### config.mk
export PLATFORM = sky130hd
export DESIGN_NAME = dcache_axi_miss_handler
export DESIGN_NICKNAME = d
export VERILOG_FILES = /design/src/rtl/dcache_axi_miss_handler.sv
export SDC_FILE = /design/constraint.sdc
export NUM_CORES = 1
export LEC_CHECK = 0
export ABC_CLOCK_PERIOD_IN_PS = 5100
export CELL_PAD_IN_SITES_DETAIL_PLACEMENT = 1
export CELL_PAD_IN_SITES_GLOBAL_PLACEMENT = 1
export CORE_AREA = 2 2 396 398
export DETAILED_ROUTE_END_ITERATION = 16
export DIE_AREA = 0 0 398 400
export HOLD_SLACK_MARGIN = 0.08
export PLACE_DENSITY_LB_ADDON = 0.1
export SETUP_SLACK_MARGIN = 0.15
export SLEW_MARGIN = 20
export SYNTH_ARGS = -nofsm -noshare
export SYNTH_HDL_FRONTEND = slang
export SYNTH_SLANG_ARGS = --single-unit
### constraint.sdc
create_clock -name clk -period 5.1 [get_ports clk]
set_clock_uncertainty 0.1 [all_clocks]
set_input_delay 0.765 -clock clk [delete_from_list [all_inputs] [get_ports clk]]
set_output_delay 0.765 -clock clk [all_outputs]
set_load 0.05 [all_outputs]
### src/rtl/dcache_axi_miss_handler.sv
// dcache_axi_miss_handler
//   Services one outstanding data-cache miss at a time over an AXI4 master port.
//   A load miss issues an INCR line-fill burst and returns the assembled line.
//   A store miss issues a single-beat write; there is no write-allocate.
//   Both finish with a one-cycle miss_done pulse, then one HOLD cycle so the
//   cache can drop miss_req before another request is accepted.
//
// Ports
//   clk, reset        : clock, synchronous active-high reset
//   miss_*            : miss request from the cache (level, held until miss_done)
//   miss_done/err     : completion pulse and error status
//   fill_*            : line fill returned to the cache (load misses only)
//   m_axi_ar*/r*      : AXI4 read address / read data channels
//   m_axi_aw*/w*/b*   : AXI4 write address / write data / write response channels
module dcache_axi_miss_handler #(
  parameter int B   = 8,
  parameter int OFF = 6
) (
  input  logic              clk,
  input  logic              reset,
  input  logic              miss_req,
  input  logic [63:0]       miss_addr,
  input  logic              miss_write,
  input  logic [2:0]        miss_size,
  input  logic [63:0]       miss_data,
  output logic              miss_done,
  output logic              miss_err,
  output logic              fill_valid,
  output logic [63:0]       fill_addr,
  output logic [64*B-1:0]   fill_data,
  output logic              m_axi_arvalid,
  input  logic              m_axi_arready,
  output logic [63:0]       m_axi_araddr,
  output logic [7:0]        m_axi_arlen,
  output logic [2:0]        m_axi_arsize,
  output logic [1:0]        m_axi_arburst,
  input  logic              m_axi_rvalid,
  output logic              m_axi_rready,
  input  logic [63:0]       m_axi_rdata,
  input  logic [1:0]        m_axi_rresp,
  input  logic              m_axi_rlast,
  output logic              m_axi_awvalid,
  input  logic              m_axi_awready,
  output logic [63:0]       m_axi_awaddr,
  output logic [7:0]        m_axi_awlen,
  output logic [2:0]        m_axi_awsize,
  output logic [1:0]        m_axi_awburst,
  output logic              m_axi_wvalid,
  input  logic              m_axi_wready,
  output logic [63:0]       m_axi_wdata,
  output logic [7:0]        m_axi_wstrb,
  output logic              m_axi_wlast,
  input  logic              m_axi_bvalid,
  output logic              m_axi_bready,
  input  logic [1:0]        m_axi_bresp
);

  localparam int BW = $clog2(B);

  typedef enum logic [2:0] {
    S_IDLE, S_AR, S_R, S_AW_W, S_BR, S_RESP, S_HOLD
  } state_t;

  state_t          state_reg, state_next;
  logic [63:0]     addr_reg;
  logic            write_reg;
  logic [2:0]      size_reg;
  logic [63:0]     data_reg;
  logic            err_reg;
  logic [BW-1:0]   beat_cnt_reg;
  logic            aw_done_reg;
  logic            w_done_reg;
  logic [63:0]     line_reg [B];

  logic            r_fire;
  logic            last_beat;
  logic            aw_ok;
  logic            w_ok;
  logic [2:0]      byte_off;
  logic [3:0]      store_bytes;
  logic [15:0]     strb_wide;

  assign r_fire    = (state_reg == S_R) && m_axi_rvalid;
  assign last_beat = (beat_cnt_reg == BW'(B - 1));
  // A channel counts as done if it was accepted earlier or is being accepted now.
  assign aw_ok     = aw_done_reg | m_axi_awready;
  assign w_ok      = w_done_reg  | m_axi_wready;

  // Store lane placement: data is right-aligned, so shift it up to its byte lane.
  assign byte_off    = addr_reg[2:0];
  assign store_bytes = 4'd1 << size_reg;
  assign strb_wide   = ((16'd1 << store_bytes) - 16'd1) << byte_off;

  assign fill_addr = {addr_reg[63:OFF], {OFF{1'b0}}};

  // ---------------- state register ----------------
  always_ff @(posedge clk) begin
    if (reset) begin
      state_reg <= S_IDLE;
    end else begin
      state_reg <= state_next;
    end
  end

  // ---------------- next-state logic ----------------
  always_comb begin
    state_next = state_reg;
    case (state_reg)
      S_IDLE:  if (miss_req) state_next = miss_write ? S_AW_W : S_AR;
      S_AR:    if (m_axi_arready) state_next = S_R;
      S_R:     if (r_fire && last_beat) state_next = S_RESP;
      S_AW_W:  if (aw_ok && w_ok) state_next = S_BR;
      S_BR:    if (m_axi_bvalid) state_next = S_RESP;
      S_RESP:  state_next = S_HOLD;
      S_HOLD:  state_next = S_IDLE;
      default: state_next = S_IDLE;
    endcase
  end

  // ---------------- outputs ----------------
  // Payload fields are only driven in their channel's state so every output
  // reads zero while idle and out of reset.
  always_comb begin
    miss_done     = 1'b0;
    miss_err      = 1'b0;
    fill_valid    = 1'b0;
    m_axi_arvalid = 1'b0;
    m_axi_araddr  = 64'd0;
    m_axi_arlen   = 8'd0;
    m_axi_arsize  = 3'd0;
    m_axi_arburst = 2'd0;
    m_axi_rready  = 1'b0;
    m_axi_awvalid = 1'b0;
    m_axi_awaddr  = 64'd0;
    m_axi_awlen   = 8'd0;
    m_axi_awsize  = 3'd0;
    m_axi_awburst = 2'd0;
    m_axi_wvalid  = 1'b0;
    m_axi_wdata   = 64'd0;
    m_axi_wstrb   = 8'd0;
    m_axi_wlast   = 1'b0;
    m_axi_bready  = 1'b0;
    case (state_reg)
      S_AR: begin
        m_axi_arvalid = 1'b1;
        m_axi_araddr  = {addr_reg[63:OFF], {OFF{1'b0}}};
        m_axi_arlen   = 8'(B - 1);
        m_axi_arsize  = 3'd3;
        m_axi_arburst = 2'b01;
      end
      S_R: begin
        m_axi_rready = 1'b1;
      end
      S_AW_W: begin
        m_axi_awvalid = ~aw_done_reg;
        m_axi_awaddr  = {addr_reg[63:3], 3'b000};
        m_axi_awsize  = 3'd3;
        m_axi_awburst = 2'b01;
        m_axi_wvalid  = ~w_done_reg;
        m_axi_wdata   = data_reg << {byte_off, 3'b000};
        m_axi_wstrb   = strb_wide[7:0];
        m_axi_wlast   = 1'b1;
      end
      S_BR: begin
        m_axi_bready = 1'b1;
      end
      S_RESP: begin
        miss_done  = 1'b1;
        miss_err   = err_reg;
        fill_valid = ~write_reg;
      end
      default: ;
    endcase
  end

  // ---------------- request latch, counters, status ----------------
  always_ff @(posedge clk) begin
    if (reset) begin
      addr_reg     <= 64'd0;
      write_reg    <= 1'b0;
      size_reg     <= 3'd0;
      data_reg     <= 64'd0;
      err_reg      <= 1'b0;
      beat_cnt_reg <= '0;
      aw_done_reg  <= 1'b0;
      w_done_reg   <= 1'b0;
    end else begin
      case (state_reg)
        S_IDLE: begin
          if (miss_req) begin
            addr_reg     <= miss_addr;
            write_reg    <= miss_write;
            size_reg     <= miss_size;
            data_reg     <= miss_data;
            err_reg      <= 1'b0;
            beat_cnt_reg <= '0;
            aw_done_reg  <= 1'b0;
            w_done_reg   <= 1'b0;
          end
        end
        S_R: begin
          if (r_fire) begin
            beat_cnt_reg <= beat_cnt_reg + 1'b1;
            // An early rlast is flagged but the burst is still counted to B beats.
            if ((m_axi_rresp != 2'b00) || (m_axi_rlast && !last_beat)) begin
              err_reg <= 1'b1;
            end
          end
        end
        S_AW_W: begin
          aw_done_reg <= aw_ok;
          w_done_reg  <= w_ok;
        end
        S_BR: begin
          if (m_axi_bvalid) begin
            err_reg <= (m_axi_bresp != 2'b00);
          end
        end
        default: ;
      endcase
    end
  end

  // ---------------- line buffer ----------------
  // Plain registers rather than RAM: the whole line is presented in parallel.
  generate
    for (genvar gi = 0; gi < B; gi++) begin : g_line
      always_ff @(posedge clk) begin
        if (reset) begin
          line_reg[gi] <= 64'd0;
        end else if (r_fire && (beat_cnt_reg == BW'(gi))) begin
          line_reg[gi] <= m_axi_rdata;
        end
      end
      assign fill_data[64*gi +: 64] = line_reg[gi];
    end
  endgenerate

endmodule

# Yosys cells after proc, flatten, opt, wreduce, memory -nomap -nowiden
# Memories as Yosys holds them, arrays and structs flattened.
# Cells that the tools add are included.
dict set report op_classes {
  n_bitwise 13
  n_lt_le_gt_ge 0
  multipliers 0
  muxes 69
  n_addsub 2
  n_reduce_logical 25
  div_mod_pow 0
  n_shift 4
  eq_ne 19
}
# cell count
set op_table {}
lappend op_table {{$mux W64} 11}
lappend op_table {{$shl A64 B6 Y64} 1}
lappend op_table {{$mux W1} 41}
lappend op_table {{$mux W3} 8}
lappend op_table {{$eq A3 B3 Y1 const B} 6}
lappend op_table {{$pmux W3 S6} 1}
lappend op_table {{$shl A1 B4 Y16 const A} 1}
lappend op_table {{$shl A16 B3 Y8} 1}
lappend op_table {{$sub A16 B1 Y16 const B} 1}
lappend op_table {{$eq A3 B2 Y1 const B} 4}
lappend op_table {{$logic_and A1 B1 Y1} 11}
lappend op_table {{$ne A2 B2 Y1 const B} 5}
lappend op_table {{$or A1 B1 Y1} 10}
lappend op_table {{$reduce_and A5 Y1} 2}
lappend op_table {{$mux W8} 1}
lappend op_table {{$reduce_bool A2 Y1} 4}
lappend op_table {{$eq A3 B1 Y1 const B} 2}
lappend op_table {{$logic_not A3 Y1} 2}
lappend op_table {{$mux W2} 3}
lappend op_table {{$pmux W3 S2} 1}
lappend op_table {{$ne A2 B1 Y1 const B} 2}
lappend op_table {{$pmux W1 S2} 2}
lappend op_table {{$reduce_and A2 Y1} 2}
lappend op_table {{$shl A1 B3 Y4 const A} 1}
lappend op_table {{7 further kinds} 9}
dict set report totals {
  memories 1
  mem_bits_rw 512
  regBits 141
  wordCells 142
  romBits 0
  output_inout_bits 811
  latch_bits 0
  inputBits 209
}
# name words width rd rd_clocked_by_memory_dff write_ports line
set mem_list {}
lappend mem_list {line_reg 8 64 8 0 8 73} ;# logic [63:0] line_reg [B];

# Depth between registers and ports, before layout
dict set report depth {
  ltp_word 7
  mapped_depth 8
  depth_no_buf 6
}

# Worst setup path before layout
# No wires, ideal clock.
dict set report synth_timing {
  path_type {register -> output}
  from {register size_reg[0]}
  to {output m_axi_wstrb[7]}
  slack_ns 1.133
  required_time_ns 4.235
  arrival_time_ns 3.102
  stages_incl_launch_ff 9
  n_path_buf 2
  path_cell_list {dfxtp_1 -> clkbuf_1 -> or3_1 -> ha_1 -> buf_2 -> nor2b_1 -> mux2i_1 -> o311a_1 -> a211oi_1}
}
dict set report synth_via {
  elab_chain_cells 5
}
# item line
set synth_lines {}
lappend synth_lines {{start, declared} 67} ;# logic [2:0] size_reg;
lappend synth_lines {{start signal, assigned} 193} ;# size_reg <= miss_size;
lappend synth_lines {{$shl A1 B3 Y4} 91} ;# assign store_bytes = 4'd1 << size_reg;
lappend synth_lines {{$shl A1 B4 Y16} 92} ;# assign strb_wide = ((16'd1 << store_bytes) - 16'd1) << byte_off;
lappend synth_lines {{$sub A16 B1 Y16} 92}
lappend synth_lines {{$shl A16 B3 Y8} 92}
lappend synth_lines {{$mux W8} 143} ;# case (state_reg)
lappend synth_lines {{end, declared} 51} ;# output logic [7:0] m_axi_wstrb,
# Every way passes these cells.

# Final worst setup path
dict set report layout_timing {
  from {register addr_reg[0]}
  to {output m_axi_wdata[51]}
}
dict set report layout_via {
  elab_chain_cells 2
}
# item line
set layout_lines {}
lappend layout_lines {{start, declared} 65} ;# logic [63:0] addr_reg;
lappend layout_lines {{start signal, assigned} 191} ;# addr_reg <= miss_addr;
lappend layout_lines {{$shl A64 B6 Y64} 160} ;# m_axi_wdata = data_reg << {byte_off, 3'b000};
lappend layout_lines {{$mux W64} 143}
lappend layout_lines {{end, declared} 50} ;# output logic [63:0] m_axi_wdata,
# Every way passes these cells.

==> flow_metrics.py <==
metrics = {
    "drt": {
        "antenna_left": 0,
        "drt-total-wl_mm": 151,
        "dr.pass1.iters": 5,
        "drt-met1-wl_mm": 60.6,
        "initialDrtViolationCount": 1191,
        "drc": 0,
        "met3_length_mm": 11.4,
        "top_layer": "met5",
        "routedWlPerCell_um": 28.2,
        "vias_per_cell": 4.15,
        "wl_met2_mm": 72.7,
        "via_count": 22100,
    },
    "global_routing": {
        "gr-total-overflow": 0,
        "groute.usage.overall_pct": 18.1,
        "antenna_found_initial": 27,
        "grt_pass1_vias": 23300,
        "grt_max_degree": 193,
        "grt_pass1_wl_mm": 202,
    },
    "cells_and_area": {
        "layout.nets": 3407,
        "synthToLayoutAreaGrowth_pct": 52.5,
        "finalNonFillerCells": 5334,
        "fin_area_um2": 42700,
        "largest_reg_flops": 512,
        "fin_util_pct": 27.5,
        "drive_gt1_share_pct": 10.8,
        "nFillCells": 17100,
    },
    "logic_synthesis": {
        "syn_area_per_cell_um2": 12.0,
        "synth_compound_area_share_pct": 4.71,
        "synth.area.top_cells": "edfxtp_1 (55%), dfxtp_1 (10%), and2_1 (7.4%), and3_1 (7.2%), nand2_1 (4.0%)",
        "synth_top_flop_cell": "edfxtp_1",
        "ys_async_sr_fraction_pct": 0,
        "synthXorXnorAreaFrac_pct": 0.0938,
        "yosysTopAreaCell": "edfxtp_1",
        "syn_area_um2": 28000,
        "yosys_warnings": 0,
        "synthCells": 2324,
        "synth_fa_ha_area_share_pct": 0.313,
        "seq_area_frac_synth_pct": 65.0,
        "muxShareOfSynthArea_pct": 3.72,
        "synth_top_area_share_pct": 54.9,
        "yosys.area_share.simple_pct": 20.4,
        "synth_top_family_by_area": "simple AND/OR/NAND/NOR gates",
        "synth_edf_count": 512,
        "synth_cell_types": 57,
        "ys_ff_latch": 653,
    },
    "setup_path": {
        "reg2regPathDepth": 5,
        "path_max_fanout": 23,
        "slowest_stage": "clkdlybuf4s50_1",
        "crit_arrival_ns": 3.87,
        "cp.required_ns": 4.24,
        "max_stage_delay_ns": 0.84,
        "critPathKind": "flip-flop to output pin",
        "worst_setup_path_end_kind": "output pin",
        "critPathLaunchType": "flip-flop",
        "path_cells": "buf_4 -> nor2b_1 -> a2bb2oi_1 -> mux2_2 -> nor2_1 -> clkdlybuf4s50_1",
    },
    "sta": {
        "hold_ws_ns": 0.356,
        "max_slew_margin_pct": 25.3,
        "rsz0062_at_grt": "no",
        "slew_violations": 0,
        "clock.fmax_mhz": 211,
        "setup_ws_ns": 0.365,
        "hold_viol_final": 0,
        "final.period_utilization_pct": 92.8,
        "finalSetupTns_ns": 0,
        "worstMarginPinSlew_ns": 1.11,
        "setup_violations": 0,
        "period_minus_slack_ns": 4.73,
    },
    "clock_tree": {
        "cts_htree_levels": 3,
        "path_clk_slew_ns": 0.06,
        "clk_path_buf_depth": 3,
        "cts_setup_buffers": 0,
        "worstSkewPairLatency_ns": 0.68,
        "cts_sinks": 653,
        "cts_tree": "done",
        "cts_buffers": 86,
        "ctsRootBufferMaster": "clkbuf_16",
    },
    "floorplanning": {
        "start_util_pct": 18.1,
        "num_rows": 145,
        "die_y_um": 400,
        "core_um2": 155000,
        "die_area_um2": 159000,
        "pin_count": 1020,
        "die_w_um": 398,
    },
    "placement": {
        "place_inst": 5161,
        "post_dp_cell_area_um2": 39800,
        "port_buffers": 987,
        "place.gp.congestion": 0.835,
        "dp_worst_setup_slack_ns": 0.759,
        "dpl.hpwl_mm": 110,
    },
    "pwr": {
        "p_leak_nw": 16.4,
        "vdd_drop_max_uv": 217,
        "powerDensity_nw_per_um2": 354,
        "total_power_mw": 15.1,
    },
    "status": {
        "status": "completed",
    },
    "worst_hold_path": {
        "hold_path.class": "flip-flop to flip-flop",
        "whs_path_depth": 2,
    },
    "job": {
        "cap_violations": 0,
    },
}
## where the power goes
group | switching (mW) | internal, mW
sequential | 0.243 | 6.00
combinational | 1.93 | 0.830
clock | 2.57 | 3.56
## layout by cell type, fill, tap and decap left out, types with 4 or more instances in the layout
| cell | synthesis | layout |
|---|---|---|
| a211oi_1 | 11 | 10 |
| a21o_4 | 0 | 4 |
| a21oi_1 | 144 | 144 |
| a2bb2oi_1 | 6 | 6 |
| and2_1 | 332 | 332 |
| and3_1 | 324 | 321 |
| buf_12 | 0 | 48 |
| buf_4 | 109 | 108 |
| bufinv_16 | 0 | 7 |
| clkbuf_1 | 120 | 21 |
| clkbuf_16 | 0 | 87 |
| clkdlybuf4s50_1 | 0 | 876 |
| clkinv_1 | 0 | 10 |
| clkinv_16 | 0 | 4 |
| clkinv_2 | 0 | 17 |
| clkinvlp_4 | 0 | 4 |
| conb_1 | 1 | 32 |
| dfxtp_1 | 141 | 139 |
| diode_2 | 0 | 17 |
| edfxtp_1 | 512 | 512 |
| ha_4 | 0 | 4 |
| inv_1 | 9 | 9 |
| mux2_2 | 29 | 29 |
| mux2i_1 | 49 | 49 |
| mux4_2 | 10 | 10 |
| nand2_1 | 295 | 295 |
| nor2_1 | 68 | 67 |
| nor2b_1 | 11 | 11 |
| o21ai_0 | 23 | 23 |
| o32a_1 | 6 | 6 |
## cells in the mapped netlist, types with 4 or more instances
master and n:
a21o_1 5, edfxtp_1 512, mux4_2 10, a211oi_1 11, buf_2 33, dfxtp_1 141
nor2b_1 11, mux2_2 29, clkbuf_2 18, clkbuf_1 120, nand2_1 295, o32a_1 6
mux2i_1 49, buf_4 109, inv_1 9, and3_1 324, a2bb2oi_1 6, a21oi_1 144
o21ai_0 23, ha_1 7, and2_1 332, buf_1 4, nor2_1 68
## cell type report
type                    count  area (µm²)  area share, %
well taps                2058        2570           6.03
repair buffers           1034       10600           24.7
flip-flops and latches    653       18200           42.6
diodes                     17        42.5         0.0996
clock buffers             111        2300           5.38
clock inverters            45         509           1.19
multi-input cells        1406        8480           19.9
inverters                  10        37.5         0.0879
## routing by layer
layer | GRT usage, % | vias up
li1 | - | 9796
met3 | 5.02 | 196
met2 | 30.6 | 965
met4 | 7.48 | 8
met1 | 21.6 | 11200
met5 | 0 | -
## critical path, delay by kind of cell (launching register included)
kind	cells	cell delay, ns
buffers and inverters	2	1.23
AND/OR/NAND/NOR	2	0.87
flip-flops	1	0.62
multiplexers	1	0.31
AO/OA/AOI/OAI	1	0.20
## path summary, 6_finish.rpt
| path | start | end | slack (ns) |
|---|---|---|---|
| min reg2reg | addr_reg[5] | addr_reg[5] | 0.36 |
| max | addr_reg[0] | m_axi_wdata[51] | 0.37 |
| min | addr_reg[5] | addr_reg[5] | 0.36 |
| max reg2reg | state_reg[1] | line_reg[1][245] | 1.90 |
## cell families after synthesis
logic type	count (synthesis)
AND/OR/NAND/NOR	1051
flip-flops	653
buffers and inverters	296
AO/OA/AOI/OAI	225
multiplexers	88
adder cells (fa/ha/maj)	7
XOR/XNOR	3
other	1
## what timing repair did
action | in CTS | in global routing
setup endpoints to repair | 1 | 1
resized for setup | 1 | 1
hold buffers | 0 | 0
Power figures use the tool's default switching activity.
